[src/rtl/imm_encoder_if.sv]
// Request/response bundle for imm_encoder.
// The master issues immediates and accepts encoded words.
// The slave (the encoder) does the reverse.
interface imm_encoder_if;
  logic        in_valid;
  logic        in_ready;
  logic [31:0] imm;
  logic [1:0]  imm_src;
  logic [31:0] base;
  logic        out_valid;
  logic        out_ready;
  logic [31:0] instr;
  logic        out_err;

  modport master (
    output in_valid, imm, imm_src, base, out_ready,
    input  in_ready, out_valid, instr, out_err
  );

  modport slave (
    input  in_valid, imm, imm_src, base, out_ready,
    output in_ready, out_valid, instr, out_err
  );
endinterface

[src/rtl/imm_encoder.sv]
// Immediate encoder: scatters a 32-bit immediate into the immediate fields
// of a RISC-V instruction word (I/J/U/B formats), flags immediates that the
// format cannot represent, and holds the result in a one-deep output stage
// with valid/ready flow control. Also counts encodes and errors.
module imm_encoder #(
  parameter int CNT_W = 16
) (
  input  logic             clk,
  input  logic             rst_n,
  imm_encoder_if.slave     bus,
  input  logic             clr_cnt,
  output logic [CNT_W-1:0] enc_count,
  output logic [CNT_W-1:0] err_count
);

  localparam logic [1:0] SRC_I = 2'd0;
  localparam logic [1:0] SRC_J = 2'd1;
  localparam logic [1:0] SRC_U = 2'd2;
  localparam logic [1:0] SRC_B = 2'd3;

  localparam logic [CNT_W-1:0] CNT_ONE = {{(CNT_W-1){1'b0}}, 1'b1};
  localparam logic [CNT_W-1:0] CNT_MAX = {CNT_W{1'b1}};

  logic             out_valid_reg;
  logic [31:0]      instr_reg;
  logic             out_err_reg;
  logic [CNT_W-1:0] enc_count_reg;
  logic [CNT_W-1:0] err_count_reg;

  logic [31:0]      field_mask;
  logic [31:0]      field_bits;
  logic [31:0]      instr_next;
  logic             err_next;
  logic             accept;

  // A new request may enter whenever the stage is empty or draining now.
  assign bus.in_ready = !out_valid_reg || bus.out_ready;
  assign accept       = bus.in_valid && bus.in_ready;

  // Field mask, scattered immediate bits and representability per format.
  always_comb begin
    field_mask = 32'h0000_0000;
    field_bits = 32'h0000_0000;
    err_next   = 1'b0;
    unique case (bus.imm_src)
      SRC_I: begin
        field_mask = 32'hFFF0_0000;
        field_bits = {bus.imm[11:0], 20'b0};
        // Must be a sign-extended 12-bit value.
        err_next   = !((&bus.imm[31:11]) || !(|bus.imm[31:11]));
      end
      SRC_J: begin
        field_mask = 32'hFFFF_F000;
        field_bits = {bus.imm[20], bus.imm[10:1], bus.imm[11], bus.imm[19:12], 12'b0};
        // Sign-extended 21-bit value, halfword aligned.
        err_next   = !((&bus.imm[31:20]) || !(|bus.imm[31:20])) || bus.imm[0];
      end
      SRC_U: begin
        field_mask = 32'hFFFF_F000;
        field_bits = {bus.imm[31:12], 12'b0};
        // Low 12 bits have nowhere to go.
        err_next   = |bus.imm[11:0];
      end
      SRC_B: begin
        field_mask = 32'hFE00_0F80;
        field_bits = {bus.imm[12], bus.imm[10:5], 13'b0, bus.imm[4:1], bus.imm[11], 7'b0};
        // Sign-extended 13-bit value, halfword aligned.
        err_next   = !((&bus.imm[31:12]) || !(|bus.imm[31:12])) || bus.imm[0];
      end
      default: begin
        field_mask = 32'h0000_0000;
        field_bits = 32'h0000_0000;
        err_next   = 1'b0;
      end
    endcase
    instr_next = (bus.base & ~field_mask) | field_bits;
  end

  // Output stage: load on accept, empty on drain-only, otherwise hold.
  always_ff @(posedge clk or negedge rst_n) begin
    if (!rst_n) begin
      out_valid_reg <= 1'b0;
      instr_reg     <= 32'h0000_0000;
      out_err_reg   <= 1'b0;
    end else if (accept) begin
      out_valid_reg <= 1'b1;
      instr_reg     <= instr_next;
      out_err_reg   <= err_next;
    end else if (bus.out_ready) begin
      out_valid_reg <= 1'b0;
    end
  end

  // Encode counter wraps; error counter saturates; clear wins over counting.
  always_ff @(posedge clk or negedge rst_n) begin
    if (!rst_n) begin
      enc_count_reg <= '0;
      err_count_reg <= '0;
    end else if (clr_cnt) begin
      enc_count_reg <= '0;
      err_count_reg <= '0;
    end else if (accept) begin
      enc_count_reg <= enc_count_reg + CNT_ONE;
      if (err_next && (err_count_reg != CNT_MAX)) begin
        err_count_reg <= err_count_reg + CNT_ONE;
      end
    end
  end

  assign bus.out_valid = out_valid_reg;
  assign bus.instr     = instr_reg;
  assign bus.out_err   = out_err_reg;
  assign enc_count     = enc_count_reg;
  assign err_count     = err_count_reg;

endmodule

[src/flat_wrapper.sv]
// flat-port wrapper written by rule: the top's interface ports become plain ports
module imm_encoder_flat 
#(
  parameter int CNT_W = 16
)
  (clk, rst_n, clr_cnt, enc_count, err_count, bus_in_valid, bus_imm, bus_imm_src, bus_base, bus_out_ready, bus_in_ready, bus_out_valid, bus_instr, bus_out_err);
  imm_encoder_if bus_i ();
  input  logic clk;
  input  logic rst_n;
  input  logic clr_cnt;
  output logic [CNT_W-1:0] enc_count;
  output logic [CNT_W-1:0] err_count;
  input wire logic [$bits(bus_i.in_valid)-1:0] bus_in_valid;
  input wire logic [$bits(bus_i.imm)-1:0] bus_imm;
  input wire logic [$bits(bus_i.imm_src)-1:0] bus_imm_src;
  input wire logic [$bits(bus_i.base)-1:0] bus_base;
  input wire logic [$bits(bus_i.out_ready)-1:0] bus_out_ready;
  output wire logic [$bits(bus_i.in_ready)-1:0] bus_in_ready;
  output wire logic [$bits(bus_i.out_valid)-1:0] bus_out_valid;
  output wire logic [$bits(bus_i.instr)-1:0] bus_instr;
  output wire logic [$bits(bus_i.out_err)-1:0] bus_out_err;
  assign bus_i.in_valid = bus_in_valid;
  assign bus_i.imm = bus_imm;
  assign bus_i.imm_src = bus_imm_src;
  assign bus_i.base = bus_base;
  assign bus_i.out_ready = bus_out_ready;
  assign bus_in_ready = bus_i.in_ready;
  assign bus_out_valid = bus_i.out_valid;
  assign bus_instr = bus_i.instr;
  assign bus_out_err = bus_i.out_err;
  imm_encoder #(.CNT_W(CNT_W)) u_core (.clk(clk), .rst_n(rst_n), .bus(bus_i), .clr_cnt(clr_cnt), .enc_count(enc_count), .err_count(err_count));
endmodule
[config.mk]
export PLATFORM = sky130hd
export DESIGN_NAME = imm_encoder_flat
export DESIGN_NICKNAME = d
export VERILOG_FILES = /design/src/rtl/imm_encoder_if.sv /design/src/rtl/imm_encoder.sv /design/src/flat_wrapper.sv
export SDC_FILE = /design/constraint.sdc
export NUM_CORES = 1
export LEC_CHECK = 0
export ABC_AREA = 0
export CAP_MARGIN = 10
export CORE_ASPECT_RATIO = 0.9
export CORE_UTILIZATION = 45
export DETAILED_ROUTE_END_ITERATION = 12
export DONT_BUFFER_PORTS = 1
export GPL_TIMING_DRIVEN = 1
export PLACE_DENSITY = 0.62
export SYNTH_ARGS = -nofsm -noshare
export SYNTH_HDL_FRONTEND = slang
export SYNTH_SLANG_ARGS = --single-unit
[constraint.sdc]
create_clock -name clk -period 1.83 [get_ports clk]
set_input_delay 0.0915 -clock clk [delete_from_list [all_inputs] [get_ports clk]]
set_output_delay 0.0915 -clock clk [all_outputs]
set_load 0.05 [all_outputs]
# ---- After elaboration in Yosys (flattened, before gate mapping)
# Cells that the tools add are included.
# Widths: inputs -> output; s select.
dict set report word_totals {
  output_inout_bits 67
  word_cells 52
  in_bits 71
  reg_bits 66
}
dict set report op_classes {
  eq_ne 4
  addsub 2
  n_bitwise 3
  n_reduce_logical 28
  n_mux 10
}
# operator count
set ops {}
lappend ops {{$pmux 32 s4} 1}
lappend ops {{$pmux 32 s3} 1}
lappend ops {{$mux 16} 5}
lappend ops {{$add 16x1->16 const B} 2}
lappend ops {{$and 32x32->32} 1}
lappend ops {{$not 32->32} 1}
lappend ops {{$or 32x32->32} 1}
lappend ops {{$reduce_or 12->1} 2}
lappend ops {{$reduce_and 21->1} 1}
lappend ops {{$reduce_or 21->1} 1}
lappend ops {{$reduce_and 20->1} 1}
lappend ops {{$reduce_or 20->1} 1}
lappend ops {{$ne 16x16->1 const B} 1}
lappend ops {{$reduce_and 12->1} 1}
lappend ops {{$logic_not 1->1} 7}
lappend ops {{$logic_or 1x1->1} 6}
lappend ops {{$reduce_bool 2->1} 3}
lappend ops {{$eq 2x2->1 const B} 2}
lappend ops {{$pmux 1 s4} 1}
lappend ops {{$eq 2x1->1 const B} 1}
lappend ops {{$logic_and 1x1->1} 2}
lappend ops {{$logic_not 2->1} 1}
lappend ops {{$mux 1} 2}
lappend ops {{$reduce_and 2->1} 1}
lappend ops {{$reduce_or 2->1} 1}

# ---- Longest topological paths before layout
# Gate-level depths: netlist of run 1.
dict set report depth {
  depth_word 10
  ltp_mapped 11
  depth_no_buf 9
}

# ---- Worst setup path before layout of run 1
# Ideal clock, no wire load.
dict set report synth_path {
  path_kind {register to register}
  start {register u_core.out_valid_reg (netlist: u_core.bus.out_valid)}
  end {register u_core.err_count_reg[8] (netlist: u_core.err_count[8])}
  required_time_ps 1702
  arrival_ps 2261
  path_buffers 2
  path_slack_ps -559
  stages_incl_launch_ff 8
  cell_sequence {dfrtp_1 > nand2b_1 > and2_1 > buf_4 > o211ai_2 > buf_6 > nor4b_1 > mux2_1}
}
dict set report synth_via {
  elab_chain_len 5
}
# item line
set synth_rtl {}
lappend synth_rtl {{start: declaration} imm_encoder.sv:24} ;# logic out_valid_reg;
lappend synth_rtl {{start signal: assignment} imm_encoder.sv:82} ;# out_valid_reg <= 1'b0;
lappend synth_rtl {{start signal: assignment} imm_encoder.sv:86} ;# out_valid_reg <= 1'b1;
lappend synth_rtl {{start signal: assignment} imm_encoder.sv:90} ;# out_valid_reg <= 1'b0;
lappend synth_rtl {{$logic_not 1->1} imm_encoder.sv:37} ;# assign bus.in_ready = !out_valid_reg || bus.out_ready;
lappend synth_rtl {{$logic_or 1x1->1} imm_encoder.sv:37}
lappend synth_rtl {{via bus_in_ready} flat_wrapper.sv:18} ;# output wire logic [$bits(bus_i.in_ready)-1:0] bus_in_ready;
lappend synth_rtl {{$logic_and 1x1->1} imm_encoder.sv:38} ;# assign accept = bus.in_valid && bus.in_ready;
lappend synth_rtl {{$reduce_bool 2->1 (no source line)} -}
lappend synth_rtl {{$reduce_and 2->1 (no source line)} -}
lappend synth_rtl {{end signal: assignment} imm_encoder.sv:105} ;# err_count_reg <= err_count_reg + CNT_ONE;
lappend synth_rtl {{end: declaration} imm_encoder.sv:28} ;# logic [CNT_W-1:0] err_count_reg;
# The timed path passes the listed nets, and every way through them passes these cells.
# A chain may end at the register's enable or synchronous reset.

# ---- Worst setup path after layout of run 1
dict set report layout_path {
  start {register u_core.err_count_reg[0] (netlist: u_core.err_count[0])}
  end {register u_core.err_count_reg[8] (netlist: u_core.err_count[8])}
}
dict set report layout_via {
  elab_chain_len 4
  elab_cells_between_ends 8
  classes_between {1 x add/sub; 1 x eq/ne; 3 x mux; 3 x reduce/logical}
}
# item line
set layout_rtl {}
lappend layout_rtl {{$add 16x1->16 / $ne 16x16->1 (equally long branches)} {imm_encoder.sv:105, imm_encoder.sv:104}}
lappend layout_rtl {{$mux 16 / $logic_and 1x1->1 (equally long branches)} imm_encoder.sv:104} ;# if (err_next && (err_count_reg != CNT_MAX)) begin
lappend layout_rtl {{$mux 16 / $reduce_bool 2->1 (equally long branches)} -}
lappend layout_rtl {{$mux 16 / $reduce_and 2->1 (equally long branches)} -}
# Parallel ways exist; a longest one is shown, timed or not. The select of a mux whose other input is x is not followed.

==> results.py, run 1 <==
metrics = {
    "setup_path": {
        "cp_top_family": "simple AND/OR/NAND/NOR gates",
        "cp.required_ps": 2050,
        "reg2reg_from": "u_core.err_count[0]",
        "critPathMaxFanout": 5,
        "crit_chain": "ha_4 > nand3_4 > nor2_4 > nand2_4 > nor3_4 > buf_4 > nor4b_2 > mux2_1",
        "slowest_stage": "dfrtp_2",
        "start_kind": "flop",
        "slowest_delay_ps": 440,
        "critPathKind": "reg2reg",
        "worst_setup_path_end_kind": "flop",
        "startpoint": "u_core.err_count[0]",
        "crit_buf_inv": 1,
        "crit_arrival_ps": 2020,
    },
    "sta": {
        "fin_skew_ps": 7.770,
        "post-route-period-util_pct": 98.53,
        "timing.fmax_ghz": 0.5546,
        "fin_hold_ws_ps": 13.09,
        "setup_viol": 0,
        "drv_slew": 0,
        "setup_tns_ps": 0,
        "hold_viol_final": 0,
        "setup_slack_ps": 26.95,
        "relSlewSlack_pct": 63.19,
        "rsz0062_at_grt": "yes",
        "period_needed_ps": 1803,
        "tightest_slew_ps": 550.2,
    },
    "placed_design": {
        "placed_cell_area_mm2": 0.003897,
        "dp.cells": 489,
        "dp_slack_ps": -194.6,
        "dpl.hpwl_um": 6526,
        "io_buffers": 0,
        "place_congestion": 0.8780,
    },
    "floorplanning": {
        "fp.dieW_um": 93.37,
        "initial_utilization_pct": 47.30,
        "io_pins": 138,
        "die-area_mm2": 0.007864,
        "rows": 29,
        "core_mm2": 0.007148,
        "die_h_um": 84.23,
    },
    "cells_and_area": {
        "register_area_mm2": 0.001665,
        "largest_reg_flops": 32,
        "final_area_mm2": 0.004826,
        "fill_cells": 565,
        "antennaDiodeCount": 0,
        "drive_gt1_share_pct": 23.64,
        "instances_no_fill": 571,
        "final_util_pct": 67.51,
        "syn_to_final_growth_pct": 42.75,
        "finish.net_count": 551,
        "multiInputGateArea_mm2": 0.001752,
    },
    "global_route": {
        "antenna_found_initial": 0,
        "grt_pass1_vias": 3250,
        "overflow": 0,
        "grt_use_total_pct": 25.99,
        "grt_pass1_wl_um": 15770,
        "grt_max_degree": 67,
    },
    "route": {
        "drtIter0Drc": 135,
        "vias": 3210,
        "drc": 0,
        "drt-total-wl_um": 9787,
        "avgViaCountPerCell": 5.622,
        "ant_nets": 0,
        "wl_per_cell_um": 17.14,
        "dr.pass1.iters": 5,
    },
    "yosys": {
        "postSynth.asyncResetShare_pct": 100.0,
        "synth_area_mm2": 0.003381,
        "synth-edff-count": 0,
        "syn-num-nets": 444,
        "dominantRegCellSynth": "dfrtp_1",
        "syn_area_per_cell_um2": 9.237,
        "synthCells": 366,
        "yosysWarnings": 0,
        "ys_types": 44,
        "ys_ff_latch": 66,
        "ys_seq_area_share_pct": 48.85,
    },
    "job": {
        "cap_violations": 0,
    },
    "status": {
        "status": "finished, final reports clean",
    },
    "worst_hold_path": {
        "hold_class": "in2reg",
        "hold_start": "clr_cnt",
    },
    "clocking": {
        "cts.sinks": 66,
        "cts_buffers": 9,
        "cts_tree": "done",
        "clk_path_buf_depth": 2,
        "cts_root_buf": "clkbuf_8",
        "clock_latency_ps": 340,
        "clk_pin_slew_ps": 70,
        "htree_levels": 3,
    },
    "pwr": {
        "p_clk_share_pct": 32.3,
        "intPower_mw": 2.520,
        "p_leak_nw": 2.069,
        "p_per_area_mw_per_mm2": 797.6,
        "peakVddDrop_mv": 0.5792,
        "comb_power_share_pct": 14.3,
        "p_sw_mw": 1.329,
        "report.power.total_mw": 3.849,
        "sw_frac_of_total_pct": 34.53,
        "seqPwrFrac_pct": 53.4,
    },
}
## placed cells by master (no fill, tap or decap), types with 3 or more instances in the layout
master         Yosys  final
o21ai_0           13     12
buf_12             0      3
o31ai_1            6      6
a21oi_2            1      4
or4_1              7      5
nor4_2             0      3
nand2_1           47     45
mux2_1             4      4
dfrtp_1           66     55
nand4_1           12     12
a21oi_1           16     13
ha_1               7      6
a222oi_1           5      5
or3_1              9      8
nor3_1             5      4
a221oi_1          18     18
clkbuf_8           0     11
nand3_1           11      8
dlygate4sd3_1      0     56
xnor2_1            3      3
xor2_1            10     10
nor2_1            64     63
inv_1              5      5
buf_4              1     53
nor4_1            10      7
nor2b_1            6      5
dfrtp_2            0     11
## what timing repair did
action | in CTS | in global routing
hold buffers | 58 | 0
endpoints found under the hold margin | 131 | 0
endpoints found under the setup margin | 0 | 17
setup buffers | 0 | 8
gates resized for setup | 0 | 14
## Yosys cell counts (3+ instances only)
library cell | number | area share, %
nor4_1 | 10 | 1.9
buf_6 | 3 | 1.0
clkbuf_1 | 13 | 1.4
or3_1 | 9 | 1.7
nand3_1 | 11 | 1.6
a221oi_1 | 18 | 4.7
inv_1 | 5 | 0.56
dfrtp_1 | 66 | 49
or4_1 | 7 | 1.6
xor2_1 | 10 | 2.6
nor3_1 | 5 | 0.74
ha_1 | 7 | 2.6
mux2_1 | 4 | 1.3
a222oi_1 | 5 | 1.5
nor2b_1 | 6 | 1.1
a21oi_1 | 16 | 2.4
o21ai_0 | 13 | 1.9
nand4_1 | 12 | 2.2
nor2_1 | 64 | 7.1
nand2_1 | 47 | 5.2
o31ai_1 | 6 | 1.3
xnor2_1 | 3 | 0.78
## power by group through the flow
stage               combinational, mW  clock, mW  sequential (mW)
finish                          0.550       1.24             2.05
global route                    0.609       1.35             2.07
CTS                             0.538       1.29             2.06
detailed placement              0.385          0             2.08
global placement                0.374          0             2.08
floorplan                       0.258          0             2.09
## layout make-up
type / instances / share of cell area, %
repair buffers: 115 / 22.14
clock buffers: 12 / 3.215
well taps: 93 / 2.411
inverters: 5 / 0.3889
flip-flops and latches: 66 / 34.51
clock inverters: 4 / 1.037
multi-input cells: 276 / 36.30
## logic make-up (layout without fill, tap and decap cells)
kind of cell | count (synthesis) | count (layout) | share of synthesized area (%)
AOI/OAI and AO/OA | 68 | 68 | 14.25
DFF | 66 | 66 | 48.85
adders and majority gates | 7 | 7 | 2.591
buffers and inverters | 24 | 136 | 3.479
xor gates and xnor gates | 13 | 13 | 3.368
muxes | 5 | 5 | 1.628
and+or+nand+nor | 183 | 183 | 25.83
## metal layers
metal  global-route usage, %  part of all wire (%)  vias to the layer above
met2                   45.05                    50                      138
met3                   9.511                   8.5                       17
li1                        -                     -                     1545
met4                   7.692                   1.6                        0
met5                       0                     0                        -
met1                   29.98                    40                     1510
## worst paths after layout
path                       slack [ps]  cells past startpoint              endpoint
setup / recovery                   30                      8   u_core.err_count[8]
hold / removal                     10                      2   u_core.err_count[7]
setup reg to reg                   30                      8   u_core.err_count[8]
hold reg to reg                   530                      2  u_core.bus.instr[26]
max in group asynchronous        1240                      2  u_core.bus.out_valid
min in group asynchronous         280                      2  u_core.err_count[10]
## worst register-to-register path, delay by kind of cell (launching register included)
kind	cells	cell delay (ps)
simple gates	5	570
flops	1	440
mux	1	360
fa+ha+maj	1	180
buf+inv	1	140
No activity file was read; power rests on OpenSTA's default activity.
==> run 2, diff against run 1 <==
--- a/config.mk
+++ b/config.mk
@@ -7,12 +7,12 @@
 export LEC_CHECK = 0
 export ABC_AREA = 0
 export CAP_MARGIN = 10
-export CORE_ASPECT_RATIO = 0.9
+export CORE_ASPECT_RATIO = 1.25
 export CORE_UTILIZATION = 45
 export DETAILED_ROUTE_END_ITERATION = 12
 export DONT_BUFFER_PORTS = 1
 export GPL_TIMING_DRIVEN = 1
-export PLACE_DENSITY = 0.62
+export PLACE_DENSITY = 0.6
 export SYNTH_ARGS = -nofsm -noshare
 export SYNTH_HDL_FRONTEND = slang
 export SYNTH_SLANG_ARGS = --single-unit
==> constraint.sdc (replaced) <==
create_clock -name clk -period 2.35 [get_ports clk]
set_input_delay 0.1175 -clock clk [delete_from_list [all_inputs] [get_ports clk]]
set_output_delay 0.1175 -clock clk [all_outputs]
set_load 0.05 [all_outputs]
==> run 2 against run 1 <==
- maximum frequency shrank 15%
- cell count is 5.3% lower
- via count decreased by 3.4%
- hold slack better by 7.1 ps
- global-route usage decreased by 1.8 points
- clock skew up 3.9 ps
- largest cell class is now registers
- highest routed layer unchanged
==> results.py, run 2 (synthesis results as in run 1) <==
metrics = {
    "sta": {
        "timing.fmax_ghz": 0.4697,
        "relSlewSlack_pct": 29.27,
        "rsz0062_at_grt": "no",
        "fin_hold_ws_ps": 20.21,
        "setup_slack_ps": 221.0,
        "post-route-period-util_pct": 90.60,
        "drv_slew": 0,
        "setup_viol": 0,
        "hold_viol_final": 0,
        "setup_tns_ps": 0,
        "period_needed_ps": 2129,
        "tightest_slew_ps": 1057,
        "fin_skew_ps": 11.62,
    },
    "route": {
        "ant_nets": 0,
        "vias": 3101,
        "dr.pass1.iters": 4,
        "drc": 0,
        "drt-total-wl_um": 9173,
        "drtIter0Drc": 143,
        "wl_per_cell_um": 16.96,
        "avgViaCountPerCell": 5.732,
    },
    "setup_path": {
        "crit_arrival_ps": 2350,
        "critPathKind": "reg2reg",
        "slowest_stage": "dlygate4sd3_1",
        "cp_common_cell": "buf_4",
        "crit_chain": "nand2b_2 > buf_4 > nand2_1 > buf_4 > a221oi_1 > dlygate4sd3_1 > nor2_1",
        "start_kind": "flop",
        "worst_setup_path_end_kind": "flop",
        "critPathMaxFanout": 38,
        "slowest_delay_ps": 640,
        "cp.required_ps": 2570,
    },
    "cells_and_area": {
        "fill_cells": 596,
        "instances_no_fill": 541,
        "final_util_pct": 62.75,
        "drive_gt1_share_pct": 13.53,
        "layout_common_cells": "dfrtp_1, nor2_1, dlygate4sd3_1, nand2_1, buf_4",
        "largest_reg_flops": 32,
        "final_area_mm2": 0.004458,
        "final_common_cell": "dfrtp_1",
        "syn_to_final_growth_pct": 31.87,
        "antennaDiodeCount": 0,
        "finish.net_count": 524,
    },
    "global_route": {
        "overflow": 0,
        "grt_pass1_vias": 3178,
        "grt_max_degree": 67,
        "grt_use_total_pct": 24.21,
        "antenna_found_initial": 0,
        "grt_pass1_wl_um": 14830,
    },
    "placed_design": {
        "dpl.hpwl_um": 6035,
        "place_congestion": 0.8056,
        "dp.cells": 474,
        "placed_cell_area_mm2": 0.003687,
        "io_buffers": 0,
        "dp_slack_ps": 239.4,
    },
    "clocking": {
        "clk_pin_slew_ps": 80,
        "cts_buffers": 9,
        "holdBufCountCts": 50,
        "cts_tree": "done",
        "clock_latency_ps": 330,
        "clk_path_buf_depth": 2,
        "htree_levels": 3,
        "cts.sinks": 66,
        "cts_root_buf": "clkbuf_8",
        "post_cts_buffers": 0,
        "post_cts_resized": 0,
    },
    "floorplanning": {
        "core_mm2": 0.007104,
        "io_pins": 138,
        "rows": 34,
        "fp.dieW_um": 79.53,
        "die_h_um": 98.91,
        "initial_utilization_pct": 47.59,
        "die-area_mm2": 0.007865,
    },
    "pwr": {
        "p_per_area_mw_per_mm2": 707.6,
        "peakVddDrop_mv": 0.4151,
        "p_leak_nw": 1.936,
        "report.power.total_mw": 3.154,
    },
    "worst_hold_path": {
        "hold_class": "in2reg",
    },
    "job": {
        "cap_violations": 0,
    },
    "status": {
        "status": "finished, final reports clean",
    },
}
run 2: changes by cell type in the layout (fill, tap and decap cells not counted), moves of 6 or more:
cell           previous run  this run
buf_4                    53        36
dfrtp_1                  55        66
dfrtp_2                  11         0
dlygate4sd3_1            56        50
run 2: final timing paths:
kind | startpoint | slack, ps | depth (start not counted) | endpoint
setup / recovery | u_core.bus.out_valid | 220 | 7 | u_core.bus.instr[12]
hold / removal | clr_cnt | 20 | 2 | u_core.err_count[6]
setup reg to reg | u_core.bus.out_valid | 220 | 7 | u_core.bus.instr[12]
hold reg to reg | u_core.err_count[3] | 600 | 2 | u_core.err_count[3]
max in group asynchronous | rst_n | 1740 | 2 | u_core.bus.instr[31]
min in group asynchronous | rst_n | 340 | 2 | u_core.err_count[9]
run 2: routing by layer:
metal / vias up / track usage, % / wire length [µm]
li1: 1490 / - / -
met1: 1473 / 27.25 / 3599
met2: 122 / 41.88 / 4709
met3: 16 / 7.685 / 679
met4: 0 / 9.510 / 184
met5: - / 0 / 0
run 2: where the power goes:
part / switching [mW] / internal (mW) / total [mW]
clock network: 0.459 / 0.709 / 1.17
registers: 0.387 / 1.22 / 1.61
logic: 0.207 / 0.170 / 0.378
run 2: area by class of cell:
cell class	instances	area [µm²]	area share (%)
Clock buffer	10	127.6	2.863
Clock inverter	6	115.1	2.582
Inverter	5	18.77	0.4210
Multi-Input combinational cell	276	1614	36.21
Sequential cell	66	1652	37.05
Tap cell	90	112.6	2.526
Timing Repair Buffer	88	818.3	18.36
run 2: worst max-delay path: cells and delay by family (launching register included):
family / cells / cell delay, ps
AO/OA/AOI/OAI: 1 / 300
buffers and inverters: 3 / 1100
flip-flops: 1 / 400
AND/OR/NAND/NOR: 3 / 230
